[src/rtl/mdu_pkg.sv]
// Shared types and constants for the HI/LO divide sequencer.
package mdu_pkg;

  localparam int DW_DEF = 32;
  localparam int CW_DEF = 6;

  // Wide enough for any practical DW; users slice [DW-1:0].
  localparam logic [63:0] LO_DIV0 = '1;

  typedef enum logic [1:0] {
    ST_IDLE = 2'd0,
    ST_CALC = 2'd1,
    ST_FIX  = 2'd2,
    ST_DONE = 2'd3
  } state_e;

endpackage

[src/rtl/mdu_div_core.sv]
// Restoring divider datapath: operand magnitudes, one quotient bit per step,
// and sign/div-by-zero fix-up into the HI (remainder) / LO (quotient) result.
module mdu_div_core
  import mdu_pkg::*;
#(
  parameter int DW = DW_DEF
) (
  input  logic          clk,
  input  logic          rst,
  input  logic          load,
  input  logic          step,
  input  logic          fix,
  input  logic          is_signed,
  input  logic [DW-1:0] op_a,
  input  logic [DW-1:0] op_b,
  output logic [DW-1:0] hi_out,
  output logic [DW-1:0] lo_out
);

  logic [DW-1:0] rem_q, rem_d, dvd_q, dvd_d, dvs_q, dvs_d, a_q, a_d;
  logic [DW-1:0] hi_q, hi_d, lo_q, lo_d;
  logic          sgn_q, sgn_d, sa_q, sa_d, sb_q, sb_d, div0_q, div0_d;
  logic [DW:0]   shifted;
  logic          ge;

  // Quotient bits shift into the dividend register as it empties.
  assign shifted = {rem_q, dvd_q[DW-1]};
  assign ge      = (shifted >= {1'b0, dvs_q});

  always_comb begin
    rem_d  = rem_q;
    dvd_d  = dvd_q;
    dvs_d  = dvs_q;
    a_d    = a_q;
    hi_d   = hi_q;
    lo_d   = lo_q;
    sgn_d  = sgn_q;
    sa_d   = sa_q;
    sb_d   = sb_q;
    div0_d = div0_q;
    if (load) begin
      sgn_d  = is_signed;
      sa_d   = op_a[DW-1];
      sb_d   = op_b[DW-1];
      div0_d = (op_b == '0);
      a_d    = op_a;
      dvd_d  = (is_signed && op_a[DW-1]) ? -op_a : op_a;
      dvs_d  = (is_signed && op_b[DW-1]) ? -op_b : op_b;
      rem_d  = '0;
    end else if (step) begin
      if (ge) begin
        rem_d = shifted[DW-1:0] - dvs_q;
        dvd_d = {dvd_q[DW-2:0], 1'b1};
      end else begin
        rem_d = shifted[DW-1:0];
        dvd_d = {dvd_q[DW-2:0], 1'b0};
      end
    end else if (fix) begin
      if (div0_q) begin
        lo_d = LO_DIV0[DW-1:0];
        hi_d = a_q;
      end else begin
        lo_d = (sgn_q && (sa_q ^ sb_q)) ? -dvd_q : dvd_q;
        hi_d = (sgn_q && sa_q) ? -rem_q : rem_q;
      end
    end
  end

  always_ff @(posedge clk) begin
    if (rst) begin
      rem_q  <= '0;
      dvd_q  <= '0;
      dvs_q  <= '0;
      a_q    <= '0;
      hi_q   <= '0;
      lo_q   <= '0;
      sgn_q  <= 1'b0;
      sa_q   <= 1'b0;
      sb_q   <= 1'b0;
      div0_q <= 1'b0;
    end else begin
      rem_q  <= rem_d;
      dvd_q  <= dvd_d;
      dvs_q  <= dvs_d;
      a_q    <= a_d;
      hi_q   <= hi_d;
      lo_q   <= lo_d;
      sgn_q  <= sgn_d;
      sa_q   <= sa_d;
      sb_q   <= sb_d;
      div0_q <= div0_d;
    end
  end

  assign hi_out = hi_q;
  assign lo_out = lo_q;

endmodule

[src/rtl/mdu_div_ctrl.sv]
// Multi-cycle DIV/DIVU sequencer with pipeline stall and one-shot HI/LO write.
// Optional MDU_DIV0_FAST_EN: divide-by-zero skips the iterative phase.
//   state | meaning
//   IDLE  | waiting for an accepted start
//   CALC  | one restoring step per cycle, DW steps
//   FIX   | sign / div0 correction, results registered
//   DONE  | hilo_we pulse, then back to IDLE
module mdu_div_ctrl
  import mdu_pkg::*;
#(
  parameter int DW = DW_DEF,
  parameter int CW = CW_DEF
) (
  input  logic          clk,
  input  logic          rst,
  input  logic          start,
  input  logic          is_signed,
  input  logic [DW-1:0] op_a,
  input  logic [DW-1:0] op_b,
  input  logic          flush,
  input  logic          hl_rd_req,
  input  logic          hl_wr_req,
  output logic          busy,
  output logic          stall,
  output logic          hilo_we,
  output logic [DW-1:0] hi_out,
  output logic [DW-1:0] lo_out
);

  state_e        state_q, state_d;
  logic [CW-1:0] count_q, count_d;
  logic          load, step, fix;

  always_comb begin
    state_d = state_q;
    count_d = count_q;
    load    = 1'b0;
    step    = 1'b0;
    fix     = 1'b0;
    unique case (state_q)
      ST_IDLE: begin
        if (start && !flush) begin
          load    = 1'b1;
          count_d = '0;
`ifdef MDU_DIV0_FAST_EN
          state_d = (op_b == '0) ? ST_FIX : ST_CALC;
`else
          state_d = ST_CALC;
`endif
        end
      end
      ST_CALC: begin
        if (flush) begin
          state_d = ST_IDLE;
        end else begin
          step    = 1'b1;
          count_d = count_q + 1'b1;
          if (count_q == CW'(DW - 1)) state_d = ST_FIX;
        end
      end
      ST_FIX: begin
        if (flush) begin
          state_d = ST_IDLE;
        end else begin
          fix     = 1'b1;
          state_d = ST_DONE;
        end
      end
      // Flush is ignored here: the owning instruction has already left EX.
      ST_DONE: state_d = ST_IDLE;
      default: state_d = ST_IDLE;
    endcase
  end

  always_ff @(posedge clk) begin
    if (rst) begin
      state_q <= ST_IDLE;
      count_q <= '0;
    end else begin
      state_q <= state_d;
      count_q <= count_d;
    end
  end

  assign busy    = (state_q != ST_IDLE);
  assign hilo_we = (state_q == ST_DONE);
  assign stall   = busy & (hl_rd_req | hl_wr_req | start);

  mdu_div_core #(.DW(DW)) u_core (
    .clk       (clk),
    .rst       (rst),
    .load      (load),
    .step      (step),
    .fix       (fix),
    .is_signed (is_signed),
    .op_a      (op_a),
    .op_b      (op_b),
    .hi_out    (hi_out),
    .lo_out    (lo_out)
  );

endmodule
[config.mk]
export PLATFORM = sky130hd
export DESIGN_NAME = mdu_div_ctrl
export DESIGN_NICKNAME = d
export VERILOG_FILES = /design/src/rtl/mdu_pkg.sv /design/src/rtl/mdu_div_core.sv /design/src/rtl/mdu_div_ctrl.sv
export SDC_FILE = /design/constraint.sdc
export NUM_CORES = 1
export LEC_CHECK = 0
export CORE_MARGIN = 2
export CORE_UTILIZATION = 40
export DETAILED_ROUTE_END_ITERATION = 7
export SYNTH_ARGS = -nofsm -noshare
export SYNTH_HDL_FRONTEND = slang
export SYNTH_SLANG_ARGS = --single-unit
[constraint.sdc]
create_clock -name clk -period 4.8 [get_ports clk]
set_input_delay 1.44 -clock clk [delete_from_list [all_inputs] [get_ports clk]]
set_output_delay 1.44 -clock clk [all_outputs]
set_load 0.1 [all_outputs]
==> flow_metrics.py <==
metrics = {
    "run_status": {
        "outcome": "finished clean",
    },
    "floorplan": {
        "core_um2": 29900,
        "start_util": 0.409,
        "die_area_um2": 32000,
        "die_h_um": 179,
        "pin_count": 138,
        "die_w_um": 179,
        "row_count": 63,
    },
    "final_layout": {
        "layout.cells.non_filler": 2114,
        "final_util": 0.491,
        "fin_nets": 1818,
        "drive_above_1_share": 0.0476,
        "syn_to_final_growth_pct": 20.1,
        "num_antenna_cells": 0,
        "final_cell_area_um2": 14700,
    },
    "logic_synthesis": {
        "syn-num-nets": 1735,
        "synth_area_per_cell_um2": 7.51,
        "async_flop_share": 0,
        "netlist_area_um2": 12200,
        "synth-seq-cells": 203,
        "synth_top_cell_area_share": 0.333,
        "synth_cells": 1626,
        "synth_ff_type": "dfxtp_1",
        "ys_warn_count": 0,
        "yosysTopAreaCell": "dfxtp_1",
        "synth_cell_types": 66,
        "synth_edf_count": 0,
        "ys_seq_area_frac": 0.333,
        "synth.area.top_cells": "dfxtp_1 (33%), nand2_1 (8.4%), a21oi_1 (5.5%)",
    },
    "place": {
        "placed_cell_area_um2": 13900,
        "dp_hpwl_um": 27500,
        "port_buffers": 137,
        "dp.cells": 2073,
        "globalplace.congestion": 0.916,
    },
    "clock_tree": {
        "post_cts_resize_count": 0,
        "cts.sinks": 203,
        "post_cts_buffers": 0,
        "max-clock-path-buffers": 3,
        "h-tree-depth": 1,
        "path_clk_slew_ps": 60,
        "worstSkewPairLatency_ps": 520,
        "cts_hold_buffers": 0,
        "cts_buffers": 24,
        "root_buffer": "clkbuf_16",
        "cts_tree": "built",
    },
    "setup_path": {
        "start_kind": "primary input",
        "worst_ep_required_time_ps": 5220,
        "crit_type": "in -> reg",
        "worstPathMaxFanout": 6,
        "endpoint_kind": "register",
        "crit_arrival_ps": 4460,
    },
    "routing": {
        "final_antenna_net_count": 0,
        "wl_per_cell_um": 17.6,
        "vias_per_cell": 5.64,
        "drtIter0Drc": 878,
        "drtPass1Iterations": 5,
        "drc": 0,
        "wl_um": 37200,
        "vias": 11900,
    },
    "global_route": {
        "grt_pass1_vias": 10900,
        "grt_overflow": 0,
        "grt_pass1_wl_um": 58600,
        "antenna_found_initial": 0,
        "grt_max_degree": 75,
        "grt_usage": 0.227,
    },
    "sta": {
        "post-route-period-util": 0.842,
        "final.min_clock_period_ps": 4040,
        "timing.setup.tns_ps": 0,
        "tightest_slew_ps": 975,
        "setup-violations-final": 0,
        "hold_viol": 0,
        "fin_skew_ps": 11.5,
        "max_freq_mhz": 248,
        "slew_viol_final": 0,
        "rsz0062_at_grt": "no",
        "maxSlewHeadroom": 0.348,
    },
    "power": {
        "vdd_ir_drop_max_v": 0.000229,
        "powerDensity_nw_per_um2": 309,
        "p_leak_nw": 5.16,
    },
    "run": {
        "max_cap_violations": 0,
    },
    "min_path": {
        "hold_path_class": "reg -> reg",
    },
}
==> state kept, by name, summed over array words and instances (netlist names) <==
signal,flops
u_core.a_q,32
u_core.dvd_q,32
u_core.dvs_q,32
u_core.hi_out,32
u_core.lo_out,32
u_core.rem_q,32
count_q,6
state_q,2
u_core.div0_q,1
u_core.sb_q,1
u_core.sgn_q,1
==> synth_stat cells (10+ instances only) <==
cell type,instances
xnor2_1,69
nor2_1,146
o41ai_1,16
o21ai_0,104
clkbuf_1,86
nand3_1,29
o31ai_1,22
or3_1,14
dfxtp_1,203
nor2b_1,10
nand2b_1,19
xor2_1,63
nand2_1,274
a21oi_1,134
nor3_1,25
nand4_1,13
or4_1,10
and2_1,10
buf_1,14
nor4_1,20
inv_1,54
a31oi_1,36
ha_1,37
a311oi_1,35
a21o_1,12
a211oi_1,59
==> power breakdown <==
group	total, W	internal (W)	switching, W
logic	0.000909	0.000356	0.000553
clock network	0.00181	0.00108	0.000730
registers	0.00181	0.00174	0.0000690
==> critical path, cell delays in order <==
cell	delay [ps]
clkdlybuf4s50_1	510
or4_1	670
nor4_1	360
nand2b_1	220
or4_1	480
o31ai_1	290
xnor2_1	150
nor2_1	60
a311oi_1	270
==> layout make-up <==
class,instances,area (um^2)
Fill cell,3032,15200
Multi-Input combinational cell,1266,7580
Timing Repair Buffer,160,1560
Sequential cell,203,4070
Clock inverter,8,92.6
Tap cell,390,488
Inverter,54,203
Clock buffer,33,676
==> metrics by stage <==
stage          total power, W  setup slack [ps]  hold WS, ps
2_1_floorplan         0.00245              1130          431
3_3_place_gp          0.00274               385          439
3_5_place_dp          0.00274               285          444
4_1_cts               0.00456               830          453
5_1_grt               0.00474               520          474
6_report              0.00454               761          452
==> cell families after synthesis <==
logic type,after synthesis,share of synthesized area
flip-flops,203,0.333
AND/OR/NAND/NOR,605,0.225
multiplexers,10,0.00830
AO/OA/AOI/OAI,481,0.251
adder cells (fa/ha/maj),38,0.0395
XOR/XNOR,132,0.0946
buffers and inverters,157,0.0491
==> routing by layer <==
| metal | wire length (um) | up-vias | part of all wire | track usage |
|---|---|---|---|---|
| met2 | 16600 | 336 | 0.45 | 0.374 |
| li1 | - | 5982 | - | - |
| met1 | 17800 | 5558 | 0.48 | 0.320 |
| met5 | 0 | - | 0 | 0 |
| met4 | 699 | 0 | 0.019 | 0.0498 |
| met3 | 2120 | 41 | 0.057 | 0.0242 |
==> cell usage in the layout (no fill, tap or decap), drive strengths merged, types with 16 or more instances in the layout <==
cell type	synthesis	final
nand2	274	274
dfxtp	203	203
nor2	146	146
clkdlybuf4s50	0	135
a21oi	134	134
o21ai	105	105
xnor2	69	69
xor2	63	63
a211oi	59	59
inv	54	54
ha	37	37
a31oi	36	36
a311oi	35	35
clkbuf	86	33
nand3	29	29
nor3	25	25
buf	17	25
o31ai	22	22
nor4	22	22
nand2b	19	19
o41ai	17	17
or3	16	16
==> path summary, 6_finish.rpt <==
check / from / depth (start not counted) / slack [ps] / end
worst min register to register: u_core.hi_out[5] / 2 / 450 / u_core.hi_out[5]
worst max register to register: u_core.dvd_q[31] / 12 / 1060 / u_core.rem_q[30]
worst min-delay path: u_core.hi_out[5] / 2 / 450 / u_core.hi_out[5]
worst max-delay path: op_a[14] / 9 / 760 / u_core.dvd_q[26]
Power figures use the tool's default switching activity.
